$ cat src/rtl/i2s_audio_tx.sv
// I2S serializer: one-deep stereo holding register feeding a frame register that is
// shifted out MSB-first with self-generated BCLK/LRCK; flags underrun and overrun.
module i2s_audio_tx #(
  parameter int AUD_BIT_DEPTH = 24,
  parameter int SLOT_BITS     = 32,
  parameter int BCLK_DIV      = 4
) (
  input  logic                     AUDIO_CLK,
  input  logic                     reset_data,
  input  logic                     sample_valid,
  input  logic [AUD_BIT_DEPTH-1:0] lsound_in,
  input  logic [AUD_BIT_DEPTH-1:0] rsound_in,
  output logic                     aud_bclk,
  output logic                     aud_lrck,
  output logic                     aud_dat,
  output logic                     frame_start,
  output logic                     underrun,
  output logic                     overrun
);

  localparam int DW = (BCLK_DIV > 2) ? $clog2(BCLK_DIV) : 1;
  localparam int BW = $clog2(2 * SLOT_BITS);
  localparam logic [DW-1:0] DIV_LAST = DW'(BCLK_DIV - 1);
  localparam logic [DW-1:0] DIV_HALF = DW'(BCLK_DIV / 2);
  localparam logic [BW-1:0] BIT_LAST = BW'(2 * SLOT_BITS - 1);
  localparam logic [BW-1:0] SLOT     = BW'(SLOT_BITS);

  logic [DW-1:0]            r_div_cnt;
  logic [BW-1:0]            r_bit_cnt;
  logic                     r_hold_full;
  logic [AUD_BIT_DEPTH-1:0] r_hold_l, r_hold_r;
  logic [AUD_BIT_DEPTH-1:0] r_frame_l, r_frame_r;

  logic                     w_edge, w_wrap, w_lrck_next, w_dat_next;
  logic [DW-1:0]            w_div_next;
  logic [BW-1:0]            w_bit_next, w_pos;
  logic [AUD_BIT_DEPTH-1:0] w_sample;

  // NOTE: every always_comb output gets a default first so no path can infer a latch.
  always_comb begin
    w_edge      = (r_div_cnt == DIV_LAST);
    w_div_next  = w_edge ? '0 : r_div_cnt + 1'b1;
    w_wrap      = w_edge && (r_bit_cnt == BIT_LAST);
    w_bit_next  = (r_bit_cnt == BIT_LAST) ? '0 : r_bit_cnt + 1'b1;
    w_lrck_next = (w_bit_next >= SLOT);
    w_pos       = w_lrck_next ? (w_bit_next - SLOT) : w_bit_next;
    w_sample    = w_lrck_next ? r_frame_r : r_frame_l;
    w_dat_next  = 1'b0;
    // Slot position p carries sample bit [DEPTH-p]; position 0 and trailing bits stay 0.
    for (int i = 0; i < AUD_BIT_DEPTH; i++) begin
      if (w_pos == BW'(AUD_BIT_DEPTH - i)) w_dat_next = w_sample[i];
    end
  end

  // NOTE: sequential state uses non-blocking assignments so all registers update together.
  always_ff @(posedge AUDIO_CLK) begin
    if (reset_data) begin
      r_div_cnt   <= '0;
      r_bit_cnt   <= BIT_LAST;
      r_hold_full <= 1'b0;
      // NOTE: sample registers are reset because an underrun after reset repeats them.
      r_hold_l    <= '0;
      r_hold_r    <= '0;
      r_frame_l   <= '0;
      r_frame_r   <= '0;
      aud_bclk    <= 1'b0;
      aud_lrck    <= 1'b1;
      aud_dat     <= 1'b0;
      frame_start <= 1'b0;
      underrun    <= 1'b0;
      overrun     <= 1'b0;
    end else begin
      r_div_cnt   <= w_div_next;
      aud_bclk    <= (w_div_next >= DIV_HALF);
      frame_start <= w_wrap;
      underrun    <= w_wrap && !r_hold_full;
      overrun     <= sample_valid && r_hold_full && !w_wrap;

      if (w_edge) begin
        r_bit_cnt <= w_bit_next;
        aud_lrck  <= w_lrck_next;
        aud_dat   <= w_dat_next;
      end

      // Frame takes the old hold contents even if a new sample lands this same cycle.
      if (w_wrap && r_hold_full) begin
        r_frame_l <= r_hold_l;
        r_frame_r <= r_hold_r;
      end

      if (sample_valid) begin
        r_hold_l    <= lsound_in;
        r_hold_r    <= rsound_in;
        r_hold_full <= 1'b1;
      end else if (w_wrap) begin
        r_hold_full <= 1'b0;
      end
    end
  end

endmodule

$ cat config.mk
export PLATFORM = sky130hd
export DESIGN_NAME = i2s_audio_tx
export DESIGN_NICKNAME = d
export VERILOG_FILES = /design/src/rtl/i2s_audio_tx.sv
export SDC_FILE = /design/constraint.sdc
export NUM_CORES = 1
export LEC_CHECK = 0
export BUFFER_PORTS_ARGS = -buffer_cell sky130_fd_sc_hd__buf_2
export CAP_MARGIN = 20
export CORE_MARGIN = 2
export CORE_UTILIZATION = 60
export DETAILED_ROUTE_END_ITERATION = 8
export PLACE_DENSITY = 0.81
export SLEW_MARGIN = 20
export SYNTH_ARGS = -nofsm -noshare
export SYNTH_HDL_FRONTEND = slang
export SYNTH_SLANG_ARGS = --single-unit
$ cat constraint.sdc
create_clock -name AUDIO_CLK -period 5.85 [get_ports AUDIO_CLK]
set_clock_uncertainty 0.2 [all_clocks]
set_input_delay 1.17 -clock AUDIO_CLK [delete_from_list [all_inputs] [get_ports AUDIO_CLK]]
set_output_delay 1.17 -clock AUDIO_CLK [all_outputs]
set_load 0.005 [all_outputs]
==> results.yml <==
timing:
  period_share: 0.607
  setup-violations-final: 0
  setup_tns_ps: 0
  final.min_clock_period_ps: 3550
  max_slew_margin: 0.402
  hold_viol: 0
  worst_pin_slew_ps: 897
  fmax_mhz: 282
  rsz0062_at_grt: "false"
  slew_violations: 0
clocking:
  root_buffer: "clkbuf_8"
  cts_tree: "done"
  numClockSinks: 110
  hold_buffers: 0
  clockBufferDepth: 2
  cts_setup_buffers: 0
  cts_resized: 0
  cts_inserted_buffers: 9
  clkTransAtPathRegs_ps: 110
  h-tree-depth: 3
  clock_latency_ps: 380
die:
  fp.dieH_um: 96.9
  dieArea_sq_um: 9380
  boundaryPins: 57
  core_sq_um: 8300
  rows: 33
  fp.dieW_um: 96.9
  initial_utilization: 0.624
synthesis:
  yosys.area.top_type: "dfxtp_1"
  synthArstFlopShare: 0
  synth_top_flop_cell: "dfxtp_1"
  ys_warn_count: 0
  synth_cells: 612
  avgSynthCellArea_sq_um: 8.46
  ys_seq_area_frac: 0.426
  syn_area_sq_um: 5170
  synth.distinct_cells: 67
  synth_top_area_frac: 0.426
  synth-edff-count: 0
  synth_top_cells_by_area: "dfxtp_1, mux2i_1, nand2_1"
  ys_ff_latch: 110
  synth_nets: 669
power_and_ir_drop:
  intPower_uw: 1040
  switching_power_uw: 456
  clkPwrFrac: 0.293
  powerDensity_nw_per_um2: 269
  power_frac_comb: 0.171
  switching_share: 0.305
  ir_worst_vdd_mv: 0.163
  p_seq_frac: 0.537
  p_leak_uw: 0.00221
worst_setup_path:
  worstPathMaxFanout: 20
  end_kind: "register"
  r2r-start: "r_bit_cnt[0]"
  worst-setup-path-type: "register to register"
  r2r_end: "aud_dat"
  critPathLaunchType: "register"
  reg2reg_depth: 9
  cp-endpoint: "aud_dat"
  cp.required_ps: 5900
  arrival_ps: 3600
  rrSetupSlack_ps: 2300
  crit_start: "r_bit_cnt[0]"
job:
  drv_cap: 0
cells_and_area:
  area_growth_pct: 7.50
  drive_gt1_frac: 0.150
  nets: 694
  layout_commonest_cell: "nand2_1"
  diodes: 0
  final_cell_mix: "nand2_1, dfxtp_1, a21oi_1"
  final_cells: 746
  design_area_sq_um: 5560
detailed_routing:
  antenna_left: 0
  drt-initial-drc-count: 273
  dr_total_vias: 4328
  wire_per_inst_um: 15.6
  drcViolationCount: 0
  viasPerCell: 5.80
  postRouteWirelength_um: 11700
  drt_first_pass_iters: 5
global_route:
  grt_use_total: 0.255
  grt_start_max_net_pins: 54
  grt_pass1_vias: 4126
  grt_pass1_wl_um: 20200
  grt_overflow_total: 0
  antenna_found_initial: 0
placed_design:
  place.port_buffers: 56
  dpl_cell_area_sq_um: 5370
  dpl.cell_count: 731
  place_hpwl_um: 8290
  gp_congestion: 0.927
hold_path:
  min_path_cells: 1
  hold_class: "register to register"
outcome:
  status: "complete, no violations"
## critical path, stage by stage, from the launching register on
cell	delay, ps
dfxtp_1	660
ha_1	750
a21oi_2	160
o21ai_4	420
nand2_4	200
mux2_1	380
a21oi_1	150
nor3_1	70
o41ai_1	340
a21oi_1	70
## metrics by stage
stage,util,setup WS (ps),hold slack [ps],power (uW)
final,0.670,2300,238,1500
after detailed placement,0.647,2380,228,1070
after floorplan,-,3420,202,1020
after global routing,0.670,1960,251,1560
after global placement,0.647,2500,210,1060
after CTS,0.670,2340,242,1500
## metal layers
layer | up-vias | track usage | part of all wire
li1 | 2168 | - | -
met1 | 2004 | 0.355 | 0.46
met2 | 134 | 0.412 | 0.47
met3 | 22 | 0.0426 | 0.052
met4 | 0 | 0.0715 | 0.019
met5 | - | 0 | 0
## kinds of logic after synthesis
kind of cell	share of synthesized area
xor gates and xnor gates	0.00484
AOI/OAI and AO/OA	0.172
muxes	0.115
and+or+nand+nor	0.214
DFF	0.426
adders and majority gates	0.0145
buffers and inverters	0.0546
## synth_stat cells (3+ instances only)
master and n:
buf_2 7, nand2_1 125, mux2i_1 57, nand2b_1 5, o221ai_1 5, a31oi_1 6, and2_1 4, and3_1 5
ha_1 6, o21ai_0 13, inv_1 8, nor2_1 64, buf_6 7, clkbuf_1 24, o21ai_1 5, nand3_1 13
dfxtp_1 110, nor3_1 6, nor2b_1 3, o22ai_1 4, a21oi_1 66, o211ai_1 3, buf_1 5, buf_4 4
## area by class of cell
class | count | area (sq um)
tap | 105 | 131
multi-input combinational | 447 | 2690
fill | 707 | 2740
sequential | 110 | 2200
inverter | 8 | 30.0
clock inverter | 6 | 67.6
clock buffer | 9 | 124
timing repair buffer | 61 | 318
## power by group through the flow
stage / sequential [uW] / clock [uW] / combinational, uW
after floorplan: 806 / 0 / 209
final: 803 / 438 / 256
after CTS: 803 / 443 / 254
after detailed placement: 820 / 0 / 253
after global routing: 808 / 471 / 282
after global placement: 819 / 0 / 246
## worst min path at each step
stage	from	endpoint	slack, ps
2_1_floorplan	r_div_cnt[0]	r_div_cnt[0]	200
3_3_place_gp	r_div_cnt[0]	r_div_cnt[0]	210
3_5_place_dp	r_div_cnt[0]	r_div_cnt[0]	230
4_1_cts	r_div_cnt[0]	r_div_cnt[0]	240
5_1_grt	r_div_cnt[0]	r_div_cnt[0]	250
6_report	r_div_cnt[0]	r_div_cnt[0]	240
## state kept, by name, indices dropped and copies added, names as in the netlist
name	flops
overrun	1
r_hold_full	1
r_frame_l	24
aud_bclk	1
r_hold_r	24
r_hold_l	24
r_bit_cnt	6
aud_lrck	1
frame_start	1
aud_dat	1
underrun	1
r_frame_r	24
r_div_cnt	1
Note: power is estimated with default switching activity, not from simulation.
